`config.mk`:
```
export PLATFORM = sky130hd
export DESIGN_NAME = mult_share_sched
export DESIGN_NICKNAME = d
export VERILOG_FILES = /design/src/rtl/mult_share_sched.sv
export SDC_FILE = /design/constraint.sdc
export NUM_CORES = 1
export LEC_CHECK = 0
export BUFFER_PORTS_ARGS = -buffer_cell sky130_fd_sc_hd__buf_2
export CORE_MARGIN = 10
export CORE_UTILIZATION = 44
export CTS_CLUSTER_DIAMETER = 80
export DETAILED_ROUTE_END_ITERATION = 10
export PLACE_DENSITY = 0.81
export SLEW_MARGIN = 10
export SYNTH_ARGS = -nofsm -noshare
export SYNTH_HDL_FRONTEND = slang
export SYNTH_SLANG_ARGS = --single-unit
```
`constraint.sdc`:
```
create_clock -name Clk -period 2.5 [get_ports Clk]
set_clock_uncertainty 0.05 [all_clocks]
set_input_delay 0.25 -clock Clk [delete_from_list [all_inputs] [get_ports Clk]]
set_output_delay 0.25 -clock Clk [all_outputs]
set_load 0.005 [all_outputs]
```
`src/rtl/mult_share_sched.sv`:
```
// mult_share_sched: round-robin two-client scheduler for a shared 8x8 signed
// add-shift multiplier. It grants one client and latches that client's operands.
// It then walks the external datapath through load, clear, seven add/shift steps
// and one subtract/shift step, and returns the product with a one-cycle Done.
module mult_share_sched (
    input  logic               Clk,
    input  logic               Reset_n,
    input  logic [1:0]         Req,
    input  logic signed [7:0]  OpS0,
    input  logic signed [7:0]  OpS1,
    input  logic signed [7:0]  OpB0,
    input  logic signed [7:0]  OpB1,
    input  logic               M_val,
    input  logic [15:0]        Dp_AB,
    output logic [1:0]         Gnt,
    output logic [1:0]         Done,
    output logic [15:0]        Product,
    output logic               Busy,
    output logic signed [7:0]  Dp_S,
    output logic signed [7:0]  Dp_B,
    output logic               LoadB,
    output logic               Clr,
    output logic               Add,
    output logic               Sub,
    output logic               Shift
);

    typedef enum logic [2:0] {
        S_IDLE,
        S_LOAD,
        S_CLR,
        S_BIT,
        S_LAST,
        S_CAPTURE
    } state_t;

    state_t             state_q;
    logic [2:0]         cnt_q;
    logic               ptr_q;
    logic               win_q;
    logic [1:0]         gnt_q;
    logic [1:0]         done_q;
    logic [15:0]        product_q;
    logic               busy_q;
    logic signed [7:0]  dps_q;
    logic signed [7:0]  dpb_q;
    logic               loadb_q;
    logic               clr_q;
    logic               shift_q;
    logic               bit_q;
    logic               last_q;
    logic               win_d;

    // Winner for this IDLE cycle: the pointer breaks a tie, otherwise the lone requester.
    always_comb begin
        win_d = (Req == 2'b11) ? ptr_q : Req[1];
    end

    // Sequencer: state, step counter, latched operands and all registered outputs.
    always_ff @(posedge Clk or negedge Reset_n) begin
        if (!Reset_n) begin
            state_q   <= S_IDLE;
            cnt_q     <= 3'd0;
            ptr_q     <= 1'b0;
            win_q     <= 1'b0;
            gnt_q     <= 2'b00;
            done_q    <= 2'b00;
            product_q <= 16'h0000;
            busy_q    <= 1'b0;
            dps_q     <= 8'sd0;
            dpb_q     <= 8'sd0;
            loadb_q   <= 1'b0;
            clr_q     <= 1'b0;
            shift_q   <= 1'b0;
            bit_q     <= 1'b0;
            last_q    <= 1'b0;
        end else begin
            // Strobes default low; each state raises only what the next state needs.
            done_q  <= 2'b00;
            loadb_q <= 1'b0;
            clr_q   <= 1'b0;
            shift_q <= 1'b0;
            bit_q   <= 1'b0;
            last_q  <= 1'b0;
            case (state_q)
                S_IDLE: begin
                    if (|Req) begin
                        win_q   <= win_d;
                        gnt_q   <= win_d ? 2'b10 : 2'b01;
                        dps_q   <= win_d ? OpS1 : OpS0;
                        dpb_q   <= win_d ? OpB1 : OpB0;
                        busy_q  <= 1'b1;
                        loadb_q <= 1'b1;
                        state_q <= S_LOAD;
                    end
                end
                S_LOAD: begin
                    clr_q   <= 1'b1;
                    state_q <= S_CLR;
                end
                S_CLR: begin
                    cnt_q   <= 3'd0;
                    shift_q <= 1'b1;
                    bit_q   <= 1'b1;
                    state_q <= S_BIT;
                end
                S_BIT: begin
                    shift_q <= 1'b1;
                    if (cnt_q == 3'd6) begin
                        last_q  <= 1'b1;
                        state_q <= S_LAST;
                    end else begin
                        cnt_q   <= cnt_q + 3'd1;
                        bit_q   <= 1'b1;
                    end
                end
                S_LAST: begin
                    state_q <= S_CAPTURE;
                end
                S_CAPTURE: begin
                    product_q <= Dp_AB;
                    done_q    <= win_q ? 2'b10 : 2'b01;
                    gnt_q     <= 2'b00;
                    busy_q    <= 1'b0;
                    ptr_q     <= ~win_q;
                    state_q   <= S_IDLE;
                end
                default: begin
                    state_q <= S_IDLE;
                end
            endcase
        end
    end

    // Add/Sub follow the live multiplier LSB; the sign bit's weight is negative, hence Sub last.
    always_comb begin
        Add = bit_q & M_val;
        Sub = last_q & M_val;
    end

    assign Gnt     = gnt_q;
    assign Done    = done_q;
    assign Product = product_q;
    assign Busy    = busy_q;
    assign Dp_S    = dps_q;
    assign Dp_B    = dpb_q;
    assign LoadB   = loadb_q;
    assign Clr     = clr_q;
    assign Shift   = shift_q;

endmodule

```
[Word-level counts from Yosys, hierarchy flattened]
Cells that the tools add are included.
Storage, ports and cells
  flip-flop bits (word level): 50
  output and inout bits: 42
Operators by class
  bitwise gates (word level): 3
  multiplexer cells: 23
  add/sub/neg operators: 1
  reductions and logical operators: 9
  equal/unequal tests: 10
Operator list (number)
  $mux 8: 2
  $pmux 3 s5: 1
  $eq 3x3->1 const B: 3
  $mux 1: 9
  $mux 3: 3
  $mux 2: 4
  $reduce_and 2->1: 4
  $eq 3x2->1 const B: 2
  $ne 2x2->1 const B: 3
  $pmux 3 s2: 1
  $pmux 1 s2: 2
  $pmux 2 s2: 1
  $reduce_bool 2->1: 2
  $reduce_or 2->1: 2
  $add 3x1->3 const B: 1
  $eq 3x1->1 const B: 1
  $logic_not 3->1: 1
  $and 1x1->1: 2
  $eq 2x2->1 const B: 1
  $not 1->1: 1

[Longest topological paths before layout]
Gate-level depths: netlist (run 1).
  word-level depth: 5
  depth in mapped cells: 6

[Least setup slack after synthesis (run 1)]
No wires, ideal clock.
  kind: flip-flop to flip-flop
  start point: reg state_q[1]
  end point: reg dpb_q[7], in the netlist Dp_B[7]
  clock period less this slack: 1.374 ns
  data arrival time: 1.197 ns
  path buffers: 2
  cell stages (with the launch flop): 6
  setup slack: 1.126 ns
  cells stage by stage: dfrtp_1 buf_2 nor3_4 and2_4 buf_4 a31oi_1
On the way
  cells in the longest elaborated chain, start to end: 2
Ends and longest elaborated chain
  from (decl): line 37  | state_t state_q;
  from (signal assigned): line 62  | state_q <= S_IDLE;
  from (signal assigned): line 94  | state_q <= S_LOAD;
  from (signal assigned): line 99  | state_q <= S_CLR;
  $logic_not 3->1: line 85  | case (state_q)
  $reduce_and 2->1 (no line)
  to (signal assigned): line 91  | dpb_q <= win_d ? OpB1 : OpB0;
  to (decl): line 46  | logic signed [7:0] dpb_q;
Every way passes these cells.
A chain may end at the register's enable or synchronous reset.

[Worst setup path in the final report (run 1)]
  start point: reg state_q[0]
  end point: reg ptr_q
On the way
  cells in the longest elaborated chain, start to end: 1
Ends and longest elaborated chain
  $eq 3x3->1: line 85
  to (signal assigned): line 125  | ptr_q <= ~win_q;
  to (decl): line 39  | logic ptr_q;
Every way passes these cells.

==> results of run 1 <==
## cell usage after synthesis, types with 2 or more instances
cell      number  area, um2
nand2_1       50        188
o21ai_0       18       90.1
a21oi_1       20        100
clkbuf_1       7       26.3
buf_2          7       35.0
dfrtp_1       50       1250
a31oi_1       16        100
buf_6          3       33.8
inv_1          3       11.3
and2_1         4       25.0
nor2_1         4       15.0
a21o_1         2       15.0
nand3b_1      18        135
ha_1           2       25.0
## power groups by stage
stage,Combinational (W),Sequential [W],Clock [W]
floorplan,0.000569,0.00139,0
global placement,0.00104,0.00138,0
detailed placement,0.00107,0.00139,0
CTS,0.00107,0.00138,0.000499
global route,0.00119,0.00143,0.000535
finish,0.00104,0.00138,0.000484
## metrics by stage
stage / util [%] / power [W] / worst slack (ns) / area, um2 / hold slack (ns)
3_5_place_dp: 56.1 / 0.00247 / 0.800 / 2690 / 0.349
3_3_place_gp: 56.1 / 0.00242 / 0.888 / 2690 / 0.340
6_report: 58.1 / 0.00290 / 0.853 / 2780 / -0.00209
4_1_cts: 58.1 / 0.00295 / 0.779 / 2780 / 0.0134
5_1_grt: 58.1 / 0.00316 / 0.649 / 2780 / 0.0449
2_1_floorplan: - / 0.00195 / 1.13 / 2200 / -0.0956
## flip-flops by register name, summed over array words and instances, names as in the netlist, 2 cells and up
signal   cells
Done         2
Dp_B         8
Dp_S         8
Gnt          2
Product     16
cnt_q        3
state_q      3
## kinds of logic (layout without fill, tap and decap cells)
group	count (synthesis)	in the layout	share of synthesized area, %
buf+inv	22	110	5.33
compound gates	63	63	16.6
fa+ha+maj	2	2	1.13
flops	50	50	56.8
simple gates	87	87	20.2
## layout make-up
class,count,area share (%)
inverters,4,0.540
clock inverters,2,0.450
flip-flops and latches,50,45.0
clock buffers,6,2.97
well taps,67,3.01
multi-input cells,152,30.0
repair buffers,98,18.0
## final timing paths
check | startpoint | to | slack [ns] | cells after the start
min in group Clk | Dp_AB[7] | Product[7] | 0.08 | 3
setup reg to reg | state_q[0] | ptr_q | 0.85 | 3
setup / recovery | state_q[0] | ptr_q | 0.85 | 3
max in group asynchronous | Reset_n | Gnt[1] | 1.98 | 2
hold / removal | Reset_n | Shift | -0.002 | 2
hold reg to reg | win_q | Done[0] | 0.39 | 1
## worst max-delay path, cell delays in order (launching register included)
cell and delay, ns:
dfrtp_1 0.53, nand3b_1 0.59, nor2_1 0.32, a21o_1 0.11
## per-layer routing
| layer | vias to the layer above | routed length, um |
|---|---|---|
| met5 | - | 0 |
| met4 | 0 | 75 |
| met3 | 5 | 568 |
| met2 | 67 | 2660 |
| met1 | 873 | 2390 |
| li1 | 943 | - |
==> out/qor.csv, run 1 <==
metric,value,unit
CP Class,reg2reg,
vias in the first global route,1897,
CP endpoint kind,flip-flop,
Synth Cell Area,2200,um2
Sw Ratio,34.3,%
Avg Inst Size Synth,9.84,um2
diodes inserted,0,
Initial Util,46.1,%
sequential-to-total area share from yosys stat,56.8,%
Worst-path clk slew,0.09,ns
VDD IR max,0.404,mV
PortBufs,94,
vias per inst,4.98,
Area Growth Syn to Fin,26.2,%
Syn Inst Count,224,
dpl cells,371,
"Net Count, Synth",279,
Seq pwr share,47.5,%
"Max FO, Critical Path",21,
IO Pins,95,
Fin Hold WS,-0.00209,ns
hold crit path type,in2async,
RSZ-0062 raised after global routing,no,
Root Buffer Master,clkbuf_8,
CTS Buffer Depth,2,
Die W,90.8,um
largest net degree at the start of global routing,51,
failing checks,hold timing,
final setup fails,0,
DIE HEIGHT,90.8,um
setup bufs post-CTS,0,
Startpoint Class,flip-flop,
maxcap violations,0,
most frequent cells in the layout,"94 x buf_2, 50 x dfrtp_1, 50 x nand2_1",
Final ANT Viol Nets,0,
H-tree depth,2,
Register Area,1250,um2
measured slew at the worst slew-check pin,0.752,ns
Pleak,1.40,nW
# fillers,438,
final-report max-slew violation count,0,
setup_tns,0,ns
CTS tree,built,
busiest grt layer,met2,
GRT Util Overall,13.6,%
met1 Use GR,15.6,%
fraction of registers with async set or reset after synthesis,100,%
final period utilization,65.9,%
Sink Count,50,
final RePlAce weighted congestion,0.731,
HPWL after DPL,4220,um
Rel. slew slack,49.7,%
Max Freq,0.607,GHz
Fin. Hold Viols,1,
Tmin final,1.65,ns
Final #Nets,366,
Worst Path Arrival,1.84,ns
mean routed wirelength per cell,15.0,um
GR met2 Demand/Resource,21.8,%
Netlist cell types,34,
Worst-Skew Late Latency,0.30,ns
CTS Hold Buffers Added,0,
first drt pass iteration count,4,
Comb power frac,35.8,%
CTS Buf Count,5,
Post-synth EDFFs,0,
outcome,finished with violations,
via count,1888,
global-route congestion overflow total,0,
Yosys reg bits,50,
drc violations,0,
post-CTS sizing,0,
Multi-input gate area,836,um2
"most common cell after layout, fill and taps aside",buf_2,
switching power,0.000995,W
initial antenna violation count,0,
CP Data Required Time,2.69,ns
drt initial violations,85,
DIE AREA,8240,um2
internal power,0.00191,W
drt total wl,5700,um
PwrDens,1040,nW/um2
clock group share of total power,16.7,%
Non-Filler Instances,379,
top_reg_cell synth,dfrtp_1,
first-pass GRT wire length,9340,um
met3 usage,6.48,%
share of cells above drive strength 1,35.3,%
area of the core,4790,um2
Core Rows,25,
Ys Warns,0,
Note: power is estimated with default switching activity, not from simulation.
==> run 2: changes to the inputs <==
--- a/config.mk
+++ b/config.mk
@@ -7,7 +7,7 @@
 export LEC_CHECK = 0
 export BUFFER_PORTS_ARGS = -buffer_cell sky130_fd_sc_hd__buf_2
 export CORE_MARGIN = 10
-export CORE_UTILIZATION = 44
+export CORE_UTILIZATION = 42
 export CTS_CLUSTER_DIAMETER = 80
 export DETAILED_ROUTE_END_ITERATION = 10
 export PLACE_DENSITY = 0.81
==> constraint.sdc (replaced) <==
create_clock -name Clk -period 1.34 [get_ports Clk]
set_clock_uncertainty 0.05 [all_clocks]
set_input_delay 0.134 -clock Clk [delete_from_list [all_inputs] [get_ports Clk]]
set_output_delay 0.134 -clock Clk [all_outputs]
set_load 0.005 [all_outputs]
==> run 2 against run 1 <==
The flow now finishes without violations. Worst hold slack gained 0.058 ns. Sequential share of layout area shrank 4.8 points. Via count grew 9.3%. Routed wire length grew 13%. Register-to-register slack lost 0.83 ns. Combinational power grew 110%. Critical path depth grew 1. Total power grew 99%. Die area grew 3.7%. Final area grew 12%. Highest routed layer unchanged.
==> out/qor.csv, run 2 (same netlist as run 1, synthesis figures left out) <==
metric,value,unit,change
most frequent cells in the layout,"94 x buf_2, 50 x nand2_1, 49 x dfrtp_1",,
Worst Path Arrival,1.47,ns,-0.37 ns
GR met2 Demand/Resource,27.0,%,+5.2 points
Final ANT Viol Nets,0,,unchanged
Max Freq,0.757,GHz,+25%
Final #Nets,396,,+8.2%
hold crit path type,in2reg,,
WP depth,4,,+1
final RePlAce weighted congestion,0.731,,about the same
vias per inst,5.01,,+0.57%
final setup fails,0,,unchanged
Startpoint Class,flip-flop,,
Root Buffer Master,clkbuf_8,,
Fin Hold WS,0.0558,ns,+0.0579 ns
CP Class,reg2reg,,
Initial Util,43.2,%,-2.9 points
met1 Use GR,17.0,%,+1.3 points
CTS tree,built,,
diodes inserted,0,,unchanged
RSZ-0062 raised after global routing,yes,,
initial antenna violation count,0,,unchanged
global-route congestion overflow total,0,,unchanged
"Max FO, Critical Path",11,,-48%
IO Pins,95,,unchanged
Sink Count,50,,unchanged
Die W,92.5,um,+1.8%
final-report max-slew violation count,0,,unchanged
"Worst Setup Slack, final",0.0185,ns,-0.835 ns
Fin. Hold Viols,0,,-1
met3 usage,4.04,%,-2.4 points
outcome,finished clean,,
CP endpoint kind,flip-flop,,
"CP delay by family, top",flip-flops,,
drt initial violations,93,,+9.4%
Area Growth Syn to Fin,41.3,%,
drc violations,0,,unchanged
CP Data Required Time,1.49,ns,-1.20 ns
crit path max-delay cell type,dfrtp_2,,
"most common cell after layout, fill and taps aside",buf_2,,
Pleak,1.55,nW,+10%
worst reg2reg path depth,4,,+1
Rel. slew slack,81.5,%,+32 points
mean routed wirelength per cell,15.6,um,+3.8%
PwrDens,1860,nW/um2,+78%
largest net degree at the start of global routing,51,,unchanged
PortBufs,94,,unchanged
final period utilization,98.6,%,+33 points
max reg flops,16,,unchanged
VDD IR max,0.962,mV,+140%
maxcap violations,0,,unchanged
Core Rows,26,,+4.0%
setup_tns,0,ns,unchanged
share of cells above drive strength 1,37.4,%,+2.2 points
HPWL after DPL,4680,um,+11%
Worst-Skew Late Latency,0.29,ns,about the same
DIE HEIGHT,92.5,um,+1.8%
via count,2064,,+9.3%
GRT Util Overall,15.0,%,+1.4 points
final core occ,61.0,%,+2.9 points
H-tree depth,2,,unchanged
first drt pass iteration count,5,,+1
CTS Buffer Depth,2,,unchanged
CP peak stage delay,0.46,ns,-0.13 ns
CTS Buf Count,5,,unchanged
DIE AREA,8550,um2,+3.7%
drt total wl,6430,um,+13%
area of the core,5110,um2,+6.7%
Buf/Inv on CP,1,,+1
CP cell instances,nor3_4 -> buf_6 -> a21oi_1 -> a31oi_1,,
Setup WS pre-CTS,-0.0569,ns,-0.857 ns
measured slew at the worst slew-check pin,0.278,ns,-0.474 ns
Tmin final,1.32,ns,-0.325 ns
first-pass GRT wire length,10700,um,+14%
Hold Path Stages,3,,
vias in the first global route,2223,,+17%
busiest grt layer,met2,,
Worst-path clk slew,0.09,ns,about the same
==> run 2: cell count changes in the layout (fill, tap and decap cells not counted), sizes merged <==
cell	change
buf	+12
dlygate4sd3	+17
clkbuf	+2
clkinv	-1
and2	+1
clkinvlp	-1
==> run 2: worst reg2reg max path: stages (launching register included) <==
cell     delay (ns)
dfrtp_2        0.46
nor3_4         0.26
buf_6          0.19
a21oi_1        0.08
a31oi_1        0.20
==> run 2: per-layer routing <==
metal | up-vias | wire length, um | part of all wire [%]
li1 | 1007 | - | -
met3 | 6 | 354 | 5.5
met1 | 993 | 2650 | 41
met2 | 58 | 3340 | 52
met4 | 0 | 84 | 1.3
met5 | - | 0 | 0
==> run 2: worst paths after layout <==
path                                  from          to  slack [ns]
worst max-delay path            state_q[2]     Dp_S[3]        0.02
worst min-delay path               OpB0[3]     Dp_B[3]        0.06
worst max register to register  state_q[2]     Dp_S[3]        0.02
worst min register to register       win_q     Done[0]        0.41
max in group asynchronous          Reset_n  state_q[2]        0.68
min in group asynchronous          Reset_n     Dp_S[5]        0.29
==> run 2: what timing repair did <==
item,CTS,global route
pin swaps,1,2
setup endpoints to repair,3,18
gates cloned,1,0
resized for setup,2,6
setup buffers,1,0
hold endpoints to repair,66,0
hold buffers,17,0
==> run 2: cell type report <==
type	count	area [um2]
clock buffers	8	110
fillers	443	1990
well taps	70	87.6
multi-input cells	153	857
flip-flops and latches	50	1250
repair buffers	127	793
inverters	4	15.0
==> run 2: stage by stage <==
stage	instances	power, W	area (um2)
after global placement	385	0.00461	2800
after detailed placement	385	0.00475	2800
final	412	0.00579	3120
after floorplan	224	0.00366	2220
after CTS	412	0.00583	3100
after global routing	412	0.00628	3120
==> run 2: power breakdown <==
part / switching, W / internal, W / total (W)
Sequential: 0.000382 / 0.00219 / 0.00257
Combinational: 0.00110 / 0.00114 / 0.00223
Clock: 0.000463 / 0.000522 / 0.000984
